===== src/rtl/count_uart_tx.sv =====
// count_uart_tx: serialises one byte per valid/ready handshake as a UART 8N1
// frame (start bit, DATA_W data bits LSB first, one stop bit) on tx.
//
// state   | meaning
// --------+-----------------------------------------------------------
// S_IDLE  | line high, in_ready high, waiting for in_valid
// S_START | start bit (tx=0) for CLKS_PER_BIT cycles
// S_DATA  | shift register bit 0 on tx, one bit per CLKS_PER_BIT cycles
// S_STOP  | stop bit (tx=1); frame_done pulses in the first IDLE cycle after
module count_uart_tx #(
  parameter int CLKS_PER_BIT = 16,
  parameter int DATA_W       = 8
) (
  input  logic              clk,
  input  logic              rst_n,
  input  logic [DATA_W-1:0] in_data,
  input  logic              in_valid,
  output logic              in_ready,
  output logic              tx,
  output logic              busy,
  output logic              frame_done
);

  localparam int DIV_W = (CLKS_PER_BIT > 1) ? $clog2(CLKS_PER_BIT) : 1;
  localparam int IDX_W = (DATA_W > 1) ? $clog2(DATA_W) : 1;
  localparam logic [DIV_W-1:0] DIV_LAST = DIV_W'(CLKS_PER_BIT - 1);
  localparam logic [IDX_W-1:0] IDX_LAST = IDX_W'(DATA_W - 1);

  typedef enum logic [1:0] {
    S_IDLE  = 2'd0,
    S_START = 2'd1,
    S_DATA  = 2'd2,
    S_STOP  = 2'd3
  } state_t;

  state_t            state, state_nxt;
  logic [DATA_W-1:0] shreg, shreg_nxt;
  logic [DIV_W-1:0]  div, div_nxt;
  logic [IDX_W-1:0]  bit_idx, bit_idx_nxt;
  logic              frame_done_nxt;
  logic              bit_end;

  assign bit_end = (div == DIV_LAST);

  // State and datapath registers; reset abandons any frame in flight.
  always_ff @(posedge clk or negedge rst_n) begin
    if (!rst_n) begin
      state      <= S_IDLE;
      shreg      <= '0;
      div        <= '0;
      bit_idx    <= '0;
      frame_done <= 1'b0;
    end else begin
      state      <= state_nxt;
      shreg      <= shreg_nxt;
      div        <= div_nxt;
      bit_idx    <= bit_idx_nxt;
      frame_done <= frame_done_nxt;
    end
  end

  // Next-state logic: divider restarts at every bit boundary so bits never drift.
  always_comb begin
    state_nxt      = state;
    shreg_nxt      = shreg;
    div_nxt        = div;
    bit_idx_nxt    = bit_idx;
    frame_done_nxt = 1'b0;
    case (state)
      S_IDLE: begin
        if (in_valid) begin
          shreg_nxt   = in_data;
          div_nxt     = '0;
          bit_idx_nxt = '0;
          state_nxt   = S_START;
        end
      end
      S_START: begin
        if (bit_end) begin
          div_nxt     = '0;
          bit_idx_nxt = '0;
          state_nxt   = S_DATA;
        end else begin
          div_nxt = div + DIV_W'(1);
        end
      end
      S_DATA: begin
        if (bit_end) begin
          div_nxt   = '0;
          shreg_nxt = shreg >> 1;
          if (bit_idx == IDX_LAST) begin
            bit_idx_nxt = '0;
            state_nxt   = S_STOP;
          end else begin
            bit_idx_nxt = bit_idx + IDX_W'(1);
          end
        end else begin
          div_nxt = div + DIV_W'(1);
        end
      end
      S_STOP: begin
        if (bit_end) begin
          div_nxt        = '0;
          state_nxt      = S_IDLE;
          frame_done_nxt = 1'b1;
        end else begin
          div_nxt = div + DIV_W'(1);
        end
      end
      default: state_nxt = S_IDLE;
    endcase
  end

  // Line level decoded from state and shift register only, never from inputs.
  always_comb begin
    tx = 1'b1;
    case (state)
      S_START: tx = 1'b0;
      S_DATA:  tx = shreg[0];
      default: tx = 1'b1;
    endcase
  end

  assign in_ready = (state == S_IDLE);
  assign busy     = ~in_ready;

endmodule


===== config.mk =====
export PLATFORM = sky130hd
export DESIGN_NAME = count_uart_tx
export DESIGN_NICKNAME = d
export VERILOG_FILES = /design/src/rtl/count_uart_tx.sv
export SDC_FILE = /design/constraint.sdc
export NUM_CORES = 1
export LEC_CHECK = 0
export BUFFER_PORTS_ARGS = -buffer_cell sky130_fd_sc_hd__buf_2
export CELL_PAD_IN_SITES_DETAIL_PLACEMENT = 1
export CELL_PAD_IN_SITES_GLOBAL_PLACEMENT = 1
export CORE_MARGIN = 10
export CORE_UTILIZATION = 47
export DETAILED_ROUTE_END_ITERATION = 12
export PLACE_DENSITY_LB_ADDON = 0.1
export SLEW_MARGIN = 20
export SYNTH_ARGS = -nofsm -noshare
export SYNTH_HDL_FRONTEND = slang
export SYNTH_SLANG_ARGS = --single-unit

===== constraint.sdc =====
create_clock -name clk -period 5.65 [get_ports clk]
set_input_delay 0.2825 -clock clk [delete_from_list [all_inputs] [get_ports clk]]
set_output_delay 0.2825 -clock clk [all_outputs]
set_load 0.03 [all_outputs]

== Word level (Yosys, flattened, before mapping) ==
Cells that the tools add are included.
Cells by class
  equality and inequality tests: 10
  bitwise operators: 1
  multiplexer cells: 20
  reduce and logical (&&, ||, !) cells: 7
  add/sub/neg operators: 2
Operators by type and width (count)
  8-bit 2-to-1 mux: 2
  8-bit one-hot mux with 2 select lines: 1
  3-bit 2-to-1 mux: 4
  2-bit 2-to-1 mux: 5
  2-bit inequality test (second input constant): 5
  3-bit one-hot mux with 3 select lines: 1
  4-bit 2-to-1 mux: 2
  2-bit one-hot mux with 4 select lines: 1
  4-bit one-hot mux with 2 select lines: 1
  5-bit AND reduction: 1
  4-bit by 1-bit adder with 4-bit output (second input constant): 1
  2-bit == test (second input constant): 2
  4-bit == test (second input constant): 1
  4-bit AND reduction: 1
  3-bit by 1-bit adder with 3-bit output (second input constant): 1
  3-bit == test (second input constant): 1
  3-bit AND reduction: 1
  3-bit nonzero test: 1
  3-bit OR reduction: 1
  2-bit by 1-bit == test with 1-bit output (second input constant): 1
  2-bit zero test: 1
  1-bit 2-to-1 mux: 2
  1-bit one-hot mux with 2 select lines: 1
  2-bit nonzero test: 1
  1-bit inverter: 1
Word-level totals
  logic and storage cells: 45
  register bits after elaboration: 18
  input bits: 11
  output and inout bits: 4

== Longest topological paths before layout ==
  depth after elaboration: 4
  depth in mapped cells: 6
  depth with buffers taken out: 5

== Worst setup path before layout ==
OpenSTA, ideal clock, no wires.
  path type: register to register
  from: register state[0]
  to: register bit_idx[1]
  slack: 3.697 ns
  data arrival time: 1.829 ns
  path buffers: 1
  stages on the path, launching flop included: 7
  period minus slack after synthesis: 1.953 ns
  setup time: 0.125 ns
  cells stage by stage: dfrtp_1 > inv_1 > ha_1 > and2b_2 > buf_2 > a211oi_1 > mux2_2
Between the ends
  longest elaborated chain between the ends: 3
RTL lines
  start: declaration: line 36  | state_t state, state_nxt;
  start signal: assignment: line 54  | state <= state_nxt;
  2-bit zero test (*)
  net in_ready: line 18  | output logic in_ready,
  2-bit inequality test (no line) / 3-bit nonzero test (equally long branches)
  4-bit AND reduction (no line)
  end signal: assignment: line 57  | bit_idx <= bit_idx_nxt;
  end: declaration: line 39  | logic [IDX_W-1:0] bit_idx, bit_idx_nxt;
Mark *: on every way through the listed nets, which the timed path passes. The rest lies on a longest branch.
A chain may end at the register's enable or synchronous reset.

== Worst setup path after layout ==
  from: register state[0]
  to: register shreg[4]
Between the ends
  longest elaborated chain between the ends: 3
RTL lines
  2-bit == test / 2-bit zero test (equally long branches): line 69  | case (state)
  2-bit inequality test (no line) / 2-bit nonzero test (equally long branches)
  3-bit AND reduction (no line)
  end signal: assignment: line 55  | shreg <= shreg_nxt;
  end: declaration: line 37  | logic [DATA_W-1:0] shreg, shreg_nxt;
Several ways; a longest one is shown, not always the timed one.

==> run_results.csv <==
group,metric,value,unit
global_routing,initial_antenna_violation_count,0,
placed_design,gp_congestion,0.7435,
sta,final_setup_skew,1.883,ps
hold_path,hold_class,"in -> reg",
clocking,ctsRootBufferMaster,"sky130_fd_sc_hd__clkbuf_4",
setup_path,arrival_time_at_the_worst_endpoint,2540,ps
placed_design,numPortBuffers,14,
sta,setup-violations-final,0,
synth,yosys_most_used_dff,"sky130_fd_sc_hd__dfrtp_1",
placed_design,placed_cell_area,0.001151,mm²
global_routing,grtUsageTotal,10.21,%
synth,synth-edff-count,0,
setup_path,crit_required,5830,ps
placed_design,detailed_place_hpwl,1680,µm
clocking,htree_num_levels,1,
setup_path,crit_path_cell_chain,"inv_1 > ha_1 > nor2_1 > a211oi_4 > mux2_2",
synth,sequential_share_of_the_synthesized_area,41.96,%
floorplanning,core,0.002191,mm²
setup_path,slowest_stage,"sky130_fd_sc_hd__ha_1",
detailed_routing,detail-route-antenna-nets,0,
global_routing,wire_length_of_the_first_global_routing_pass,3588,µm
setup_path,path_max_fanout,20,
power,power_switching_share,22.13,%
detailed_routing,met2_wirelength,1102,µm
finish,multi_input_comb_area,576.8,µm²
power,power.switching,45.78,µW
power,p_int,161.1,µW
detailed_routing,wire_per_inst,15.85,µm
sta,period_needed,2359,ps
synth,async_s_r_ff_share_synth,100.0,%
sta,hold_slack,291.1,ps
detailed_routing,drt-vias-per-instance,5.544,
detailed_routing,detail_route.first_pass.iterations,3,
floorplanning,chip_width,67.79,µm
power,power_density,174.8,mW/mm²
sta,post-route-period-util,41.75,%
finish,final_nets,129,
finish,synthToLayoutAreaGrowth,10.26,%
flow_run,timing.max_cap.violations,0,
floorplanning,fp.dieArea,0.004595,mm²
synth,synth_cell_types,33,
finish,fillCellCount,247,
synth,yosys.area.top_type_share,41.96,%
clocking,clkLatencyLatePin,290,ps
detailed_routing,highest_layer,"met4",
clocking,clock_tree.buffer_depth,2,
power,seqPwrFrac,63.6,%
sta,clock.fmax,423.9,MHz
clocking,cts_resized,0,
clocking,path_clk_slew,100,ps
floorplanning,num_rows,17,
detailed_routing,detailroute.wirelength.met3,75,µm
finish,final_cell_count_no_fill,136,
setup_path,timing.setup.critical_path_class,"reg -> reg",
synth,ys.warnings.count,0,
clocking,clock_sinks,18,
sta,totalNegativeSetupSlack,0,ps
finish,post_route_cells_drive_above_1_share,36.11,%
finish,seqCellArea,450.4,µm²
placed_design,dp.cells,132,
setup_path,worst_setup_path_start_kind,"flip-flop",
floorplanning,initial_utilization,49.00,%
clocking,numCtsBuffers,3,
sta,final_max_slew_violation_count,0,
synth,synthesis.nets,112,
synth,yosys.area.top_type,"sky130_fd_sc_hd__dfrtp_1",
clocking,tritoncts,"built",
floorplanning,die_height,67.79,µm
finish,diodes,0,
setup_path,critPathMaxStageDelay,670,ps
setup_path,cp-end-kind,"flip-flop",
placed_design,place_worst_setup_slack,3294,ps
synth,cell_with_the_most_instances_after_synthesis,"sky130_fd_sc_hd__dfrtp_1",
global_routing,largest_net_degree_at_the_start_of_global_routing,21,
detailed_routing,route.vias.total,754,
power,p_leak,0.5486,nW
global_routing,vias_in_the_first_global_route,793,
power,vdd_ir_drop_max,0.00009844,V
detailed_routing,drt-total-wl,2155,µm
detailed_routing,violation_count_after_the_first_detailed_routing_iteration,23,
power,p_comb_share,5.3,%
detailed_routing,drc_errors,0,
power,power_frac_clock,31.1,%
sta,rsz0062_at_grt,"no",
synth,synthesis.area,0.001074,mm²
synth,syn_area_per_cell,11.54,µm²
sta,worst_slew_margin_rel,49.43,%
finish,layout.cell_area.non_filler,0.001184,mm²
synth,synth.area.top_cells,"sky130_fd_sc_hd__dfrtp_1 42%, sky130_fd_sc_hd__mux2_2 17%, sky130_fd_sc_hd__ha_1 9.3%, sky130_fd_sc_hd__o21ai_0 2.8%, sky130_fd_sc_hd__buf_6 2.1%",
global_routing,global_route.overflow_total,0,
detailed_routing,wire_length_the_detailed_router_placed_on_met1,926,µm
synth,yosys-top-cells-count,"18 x sky130_fd_sc_hd__dfrtp_1, 16 x sky130_fd_sc_hd__mux2_2, 8 x sky130_fd_sc_hd__ha_1",
sta,report.final.hold_viol_count,0,
outcome,outcome,"finished clean",
sta,final_critical_path_setup_slack,3291,ps
sta,tightestPinTransition,758.5,ps
clocking,cts_setup_buffers,0,
floorplanning,design.portCount,15,
synth,number_of_instances_in_the_synthesized_netlist,93,
clocking,cts_hold_bufs,1,
synth,ys_ff_latch,18,
[power groups by stage]
stage                     sequential (mW)  clock, mW  combinational [mW]
final                               0.131     0.0644              0.0110
after global routing                0.132     0.0739              0.0124
after CTS                           0.132     0.0662              0.0114
after detailed placement            0.134          0              0.0109
after global placement              0.134          0              0.0106
after floorplan                     0.134          0             0.00407
[path summary, 6_finish.rpt]
path,end,cells past startpoint,slack [ps],from
setup / recovery,shreg[4]$_DFFE_PN0P_,5,3290,state[0]$_DFFE_PN0P_
hold / removal,shreg[7]$_DFFE_PN0P_,3,290,in_data[7]
setup reg to reg,shreg[4]$_DFFE_PN0P_,5,3290,state[0]$_DFFE_PN0P_
hold reg to reg,shreg[5]$_DFFE_PN0P_,1,510,shreg[5]$_DFFE_PN0P_
max in group asynchronous,shreg[4]$_DFFE_PN0P_,2,4920,rst_n
min in group asynchronous,div[3]$_DFFE_PN0P_,2,440,rst_n
[sequential cells by signal, summed over array words and instances (netlist names)]
name        count
bit_idx         3
div             4
frame_done      1
state           2
shreg           8
[routing by layer]
layer  vias to the layer above  global-route usage (%)
met1                       369                   10.92
li1                        366                       -
met4                         0                   4.774
met2                        13                   18.08
met5                         -                       0
met3                         6                   2.975
[critical path, delay by kind of cell (launching register included)]
family / cells / cell delay [ps]
fa+ha+maj: 1 / 670
flops: 1 / 430
compound gates: 1 / 410
mux: 1 / 410
simple gates: 1 / 200
buf+inv: 1 / 130
[logic make-up (layout without fill, tap and decap cells)]
family	after synthesis	after routing	share of synthesized area (%)
fa+ha+maj	8	8	9.324
compound gates	16	16	11.65
mux	16	16	16.78
flops	18	18	41.96
simple gates	27	27	15.97
buf+inv	8	23	4.312
[layout by cell type, fill, tap and decap left out]
cell type and n:
sky130_fd_sc_hd__a211o_1 1, sky130_fd_sc_hd__a211oi_1 1, sky130_fd_sc_hd__a211oi_4 1, sky130_fd_sc_hd__a21o_1 2, sky130_fd_sc_hd__a21oi_1 1, sky130_fd_sc_hd__a221oi_2 1, sky130_fd_sc_hd__a2bb2oi_1 1, sky130_fd_sc_hd__and2_1 1
sky130_fd_sc_hd__and2b_2 1, sky130_fd_sc_hd__and3_1 1, sky130_fd_sc_hd__and3_2 1, sky130_fd_sc_hd__buf_2 14, sky130_fd_sc_hd__clkbuf_4 3, sky130_fd_sc_hd__dfrtp_1 18, sky130_fd_sc_hd__dlygate4sd3_1 1, sky130_fd_sc_hd__ha_1 8
sky130_fd_sc_hd__inv_1 5, sky130_fd_sc_hd__mux2_2 16, sky130_fd_sc_hd__nand2_1 4, sky130_fd_sc_hd__nand2b_1 3, sky130_fd_sc_hd__nand3_1 3, sky130_fd_sc_hd__nand3_4 1, sky130_fd_sc_hd__nand3b_1 1, sky130_fd_sc_hd__nand4_1 1
sky130_fd_sc_hd__nand4b_1 1, sky130_fd_sc_hd__nor2_1 2, sky130_fd_sc_hd__nor3_1 1, sky130_fd_sc_hd__nor4_1 2, sky130_fd_sc_hd__o211ai_1 2, sky130_fd_sc_hd__o21ai_0 6, sky130_fd_sc_hd__or2_2 1, sky130_fd_sc_hd__or3_1 1
sky130_fd_sc_hd__or3b_1 1, sky130_fd_sc_hd__or4_1 1
[through the flow]
stage	util, %	power [mW]
after floorplan	-	0.1378
after global placement	52.54	0.1444
after detailed placement	52.54	0.1449
after CTS	54.03	0.2091
after global routing	54.03	0.2180
final	54.03	0.2069
[cell type report]
class,instances,share of cell area [%]
timing repair buffer,15,6.765
sequential,18,38.05
tap,28,2.960
multi-input combinational,67,48.73
inverter,5,1.586
clock buffer,3,1.903
(Power assumes the default switching activity.)
